### src/rtl/sysarr_mac_sequencer.sv
// Initiator for one systolic-array MAC cell: streams (x, w) pairs through the cell,
// feeds the running sum back and returns the dot product. Define SYSARR_SEQ_WATCHDOG_EN to add the WAIT watchdog.
module sysarr_mac_sequencer #(
  parameter int DW      = 16,
  parameter int ACC_W   = 32,
  parameter int TIMEOUT = 8
) (
  input  logic             clk,
  input  logic             RST,
  input  logic             op_valid,
  output logic             op_ready,
  input  logic [DW-1:0]    op_x,
  input  logic [DW-1:0]    op_w,
  input  logic             op_last,
  output logic             mac_shift,
  output logic [DW-1:0]    mac_in_value,
  output logic [DW-1:0]    mac_weight,
  output logic             mac_start,
  output logic [ACC_W-1:0] mac_in_accumulate,
  input  logic             mac_value_ready,
  input  logic [ACC_W-1:0] mac_out_accumulate,
  output logic             res_valid,
  input  logic             res_ready,
  output logic [ACC_W-1:0] res_data,
  output logic             busy,
  output logic             err_timeout
);

  typedef enum logic [2:0] {IDLE, LOAD, FIRE, WAIT, DONE} state_t;

  state_t           state;
  logic [DW-1:0]    x_q;
  logic [DW-1:0]    w_q;
  logic             last_q;
  logic [ACC_W-1:0] acc_q;

`ifdef SYSARR_SEQ_WATCHDOG_EN
  localparam int TW = (TIMEOUT > 1) ? $clog2(TIMEOUT) : 1;
  logic [TW-1:0] timer;
`else
  // Constant 0; keeps TIMEOUT referenced when the watchdog is compiled out.
  assign err_timeout = (TIMEOUT < 0);
`endif

  assign mac_in_value      = x_q;
  assign mac_weight        = w_q;
  assign mac_in_accumulate = acc_q;
  assign res_data          = acc_q;

  // Control outputs are registered alongside the state they belong to.
  always_ff @(posedge clk or posedge RST) begin
    if (RST) begin
      state     <= IDLE;
      x_q       <= '0;
      w_q       <= '0;
      last_q    <= 1'b0;
      acc_q     <= '0;
      op_ready  <= 1'b1;
      mac_shift <= 1'b0;
      mac_start <= 1'b0;
      res_valid <= 1'b0;
      busy      <= 1'b0;
`ifdef SYSARR_SEQ_WATCHDOG_EN
      timer       <= '0;
      err_timeout <= 1'b0;
`endif
    end else begin
      mac_shift <= 1'b0;
      mac_start <= 1'b0;
      case (state)
        IDLE: begin
          if (op_valid) begin
            x_q       <= op_x;
            w_q       <= op_w;
            last_q    <= op_last;
            state     <= LOAD;
            op_ready  <= 1'b0;
            busy      <= 1'b1;
            mac_shift <= 1'b1;
          end
        end
        LOAD: begin
          state     <= FIRE;
          mac_start <= 1'b1;
        end
        FIRE: begin
          state <= WAIT;
`ifdef SYSARR_SEQ_WATCHDOG_EN
          timer <= '0;
`endif
        end
        WAIT: begin
          if (mac_value_ready) begin
            acc_q <= mac_out_accumulate;
            if (last_q) begin
              state     <= DONE;
              res_valid <= 1'b1;
            end else begin
              state    <= IDLE;
              op_ready <= 1'b1;
              busy     <= 1'b0;
            end
          end
`ifdef SYSARR_SEQ_WATCHDOG_EN
          else if (timer == TW'(TIMEOUT - 1)) begin
            err_timeout <= 1'b1;
            acc_q       <= '0;
            state       <= IDLE;
            op_ready    <= 1'b1;
            busy        <= 1'b0;
          end else begin
            timer <= timer + 1'b1;
          end
`endif
        end
        DONE: begin
          if (res_ready) begin
            acc_q     <= '0;
            res_valid <= 1'b0;
            state     <= IDLE;
            op_ready  <= 1'b1;
            busy      <= 1'b0;
          end
        end
        default: begin
          state     <= IDLE;
          op_ready  <= 1'b1;
          res_valid <= 1'b0;
          busy      <= 1'b0;
        end
      endcase
    end
  end

endmodule

### config.mk
export PLATFORM = sky130hd
export DESIGN_NAME = sysarr_mac_sequencer
export DESIGN_NICKNAME = d
export VERILOG_FILES = /design/src/rtl/sysarr_mac_sequencer.sv
export SDC_FILE = /design/constraint.sdc
export NUM_CORES = 1
export LEC_CHECK = 0
export ABC_AREA = 1
export CORE_MARGIN = 8
export CORE_UTILIZATION = 36
export CTS_CLUSTER_DIAMETER = 150
export DETAILED_ROUTE_END_ITERATION = 8
export PLACE_DENSITY = 0.88
export SYNTH_ARGS = -nofsm -noshare
export SYNTH_HDL_FRONTEND = slang
export SYNTH_SLANG_ARGS = --single-unit
### constraint.sdc
create_clock -name clk -period 2 [get_ports clk]
set_input_delay 0.3 -clock clk [delete_from_list [all_inputs] [get_ports clk]]
set_output_delay 0.3 -clock clk [all_outputs]
set_load 0.03 [all_outputs]
==> key figures, run 1 <==
Global routing
  – Global route overflow: 0
  – Largest net degree at the start of global routing: 47
  – Vias in the first global route: 2953
  – Initial antenna violation count: 0
  – First-pass GRT wire length: 15200 microns
  – Total GRT Usage: 0.148

Placed design
  – Port Buf Inserts: 170
  – DP Area: between 0.004 and 0.005 sq mm
  – Dpl cells: 600
  – GP Congestion: 0.763
  – HPWL after DPL: ~7300 microns

STA
  – TNS Setup: 0 ps
  – Setup Viol. Count Final: 0
  – Final worst-path cycle share: 0.939
  – Hold_ws: around 330 ps
  – RSZ-0062 raised after global routing: no
  – Worst Skew: between 6 and 7 ps
  – FMAX: between 0.5 and 0.6 GHz
  – Max Slew Vio Count: 0
  – Relative slew margins: 0.661
  – Final Hold Fails: 0
  – Worst slew pin tran: just over 500 ps
  – Final worst path period need: roughly 1900 ps

Detailed routing
  – Antenna Nets Post-Route: 0
  – Drt wl/cell: 15.1 microns
  – DRC errors left: 0
  – Routed wire length: roughly 9300 microns
  – Pre-antenna DRT Iters: 4
  – Vias per cell: 4.46
  – Initial DRC count: 162
  – Via count: around 2700

Synth
  – #FFs+latches synth: 73
  – Post-synth net total: ~430
  – Largest family of logic cells by synthesized area: simple AND/OR/NAND/NOR gates
  – Ys flop type: dfrtp_1
  – Ys async rst share: 1.00
  – Cell taking the most area after synthesis: dfrtp_1
  – Sequential-to-total area share from yosys stat: 0.543
  – Most frequent cell after synthesis: nand2_1
  – Post-synth top cells: 147 x nand2_1, 72 x dfrtp_1, 33 x buf_4, 33 x o21ai_2, 30 x nand2_2
  – Simple-Gate Fraction of Synth Area: 0.241
  – Synthesized area: ~0.0034 sq mm
  – Unique masters post-synth: 22
  – Post-synth EDFFs: 0
  – Synth top area cells: dfrtp_1 54%, nand2_1 16%, o21ai_2 8.6%
  – Compound-gate portion of the synthesized area: 0.0948
  – Avg Cell Area, Syn: slightly above 9 sq um
  – Post-synth top area share: 0.535
  – Synth Instances: around 360
  – Mux cell area share after synthesis: 0
  – Xor/xnor share of the synthesized area: 0
  – Synthesized-area fraction occupied by adder cells: 0
  – Synth warnings: 0

Clocking
  – Hold_buf cts: 0
  – Clock buffer depth: 2
  – Sink Count: 73
  – Num CTS Buffers: 9
  – CTS root buf: clkbuf_8
  – Number of buffers added for setup after CTS: 0
  – Clock transition at path regs: 80 ps
  – # H-tree levels: 3
  – CTS tree: built
  – Post-CTS Resized: 0
  – Clk Latency, worst-skew pair: ~350 ps

Final layout
  – Area growth, synth to finish: 53.4%
  – Share of layout cells above drive strength 1: 0.184
  – Inserted Diodes: 0
  – Fin area: ~0.0052 sq mm
  – # nets final: 570
  – Final non-filler cell total: between 600 and 700

Floorplanning
  – Die W: between 100 and 150 microns
  – Die height: approximately 110 microns
  – Initial Utilization: 0.368
  – I/O pins: roughly 170
  – Die area: around 0.013 sq mm
  – # rows: 35
  – Core ar.: 0.00915 sq mm

Power
  – Sw power: between 4 and 5 mW
  – Sw Share: 0.471
  – PD cells: roughly 1900 mW/mm^2
  – Logic pwr share: 0.597
  – Leakage power: 2.44 nW
  – Internal: between 5 and 6 mW
  – Part of the power in registers: 0.273
  – Clock power share: 0.130
  – Maximum vdd drop: between 0.7 and 0.8 mV

Worst setup path
  – Reg2reg end: mac_in_value[1]$_DFFE_PP0P_
  – Setup CP Type: reg -> out
  – Crit-path cells: clkdlybuf4s50_1
  – Worst r2r path cells: 5
  – Required @ worst endpoint: roughly 1700 ps
  – Crit end category: primary output
  – CP peak stage delay: ~690 ps
  – Top Family by Delay on Critical Path: buffers and inverters
  – R2r setup slk: 410 ps
  – CP max-delay cell: clkdlybuf4s50_1
  – Startpoint type of the worst setup path: flip-flop
  – Arr. time, crit path: around 1600 ps
  – Critical path depth in cells: 1
  – RR Startpoint: state[0]$_DFFE_PP0P_
  – Crit path buf inv count: 1
  – Crit-path max FO: 2

Outcome
  – Status: completed

Flow run
  – Max Cap Viol: 0

Worst hold path
  – Hold crit path type: in -> async
## power groups by stage
stage	clock, mW	combinational (mW)	sequential [mW]
final	1.31	5.98	2.73
after global routing	1.41	6.40	2.83
after CTS	1.35	6.07	2.74
after detailed placement	0	6.06	2.75
after global placement	0	5.92	2.71
after floorplan	0	2.83	3.97
## through the flow
| stage | utilization | setup WS (ps) | power (mW) |
|---|---|---|---|
| CTS | 0.564 | 93.7 | 10.2 |
| global placement | 0.540 | 276 | 8.64 |
| floorplan | - | 696 | 6.80 |
| finish | 0.564 | 121 | 10.0 |
| global route | 0.564 | 70.2 | 10.6 |
| detailed placement | 0.540 | 209 | 8.81 |
## worst max-delay path by stage
stage	from	end	slack, ps
after detailed placement	op_valid	mac_in_value[1]$_DFFE_PP0P_	210
after floorplan	state[0]$_DFFE_PP0P_	mac_in_accumulate[10]$_DFFE_PP0P_	700
after CTS	op_ready$_DFFE_PP1P_	op_ready	90
after global placement	op_valid	mac_weight[13]$_DFFE_PP0P_	280
final	op_ready$_DFFE_PP1P_	op_ready	120
after global routing	op_ready$_DFFE_PP1P_	op_ready	70
## cells in the final DEF, fill, tap and decap left out
| cell type | count |
|---|---|
| buf_4 | 3 |
| nand2_2 | 30 |
| inv_2 | 2 |
| nor2_2 | 1 |
| nor2_4 | 1 |
| dfrtp_1 | 72 |
| dfstp_2 | 1 |
| nand3_1 | 5 |
| nand2_4 | 1 |
| clkinvlp_4 | 3 |
| nor3_1 | 1 |
| o21ai_2 | 33 |
| clkbuf_8 | 9 |
| nand2_1 | 147 |
| nor2_1 | 1 |
| inv_1 | 10 |
| conb_1 | 1 |
| o21bai_1 | 2 |
| buf_12 | 3 |
| inv_6 | 3 |
| o21ai_0 | 3 |
| bufinv_16 | 2 |
| nand3_2 | 1 |
| clkdlybuf4s50_1 | 170 |
## cell families after synthesis
logic type             Yosys count
and+or+nand+nor                188
DFF                             73
buffers and inverters           61
AOI/OAI and AO/OA               38
other                            1
## state kept, by name, indices dropped and copies added (netlist names)
signal             cells
op_ready               1
last_q                 1
mac_weight            16
res_valid              1
mac_in_accumulate     32
mac_shift              1
busy                   1
mac_in_value          16
mac_start              1
state                  3
## routing by layer
layer  GRT usage  routed length (microns)
met5           0                        0
met4      0.0468                       97
met3      0.0714                     1010
met2       0.246                     4480
met1       0.163                     3710
## final cells by class
class / count / area, sq um
Fill cell: 802 / 3990
Sequential cell: 73 / 1830
Timing Repair Buffer: 176 / 1780
Multi-Input combinational cell: 227 / 1130
Tap cell: 111 / 139
Clock buffer: 9 / 124
Clock inverter: 7 / 101
Inverter: 13 / 52.6
(Power assumes the default switching activity.)
==> run 2: changes to the inputs <==
- CTS_CLUSTER_DIAMETER: 150 -> 60
==> results of run 2 <==
No change in the layout: final DEF, timing and power equal those of run 1.
==> run 3: changes to the inputs <==
- SKIP_LAST_GASP: not set -> 1
==> results of run 3 <==
No change in the layout: final DEF, timing and power equal those of run 1.
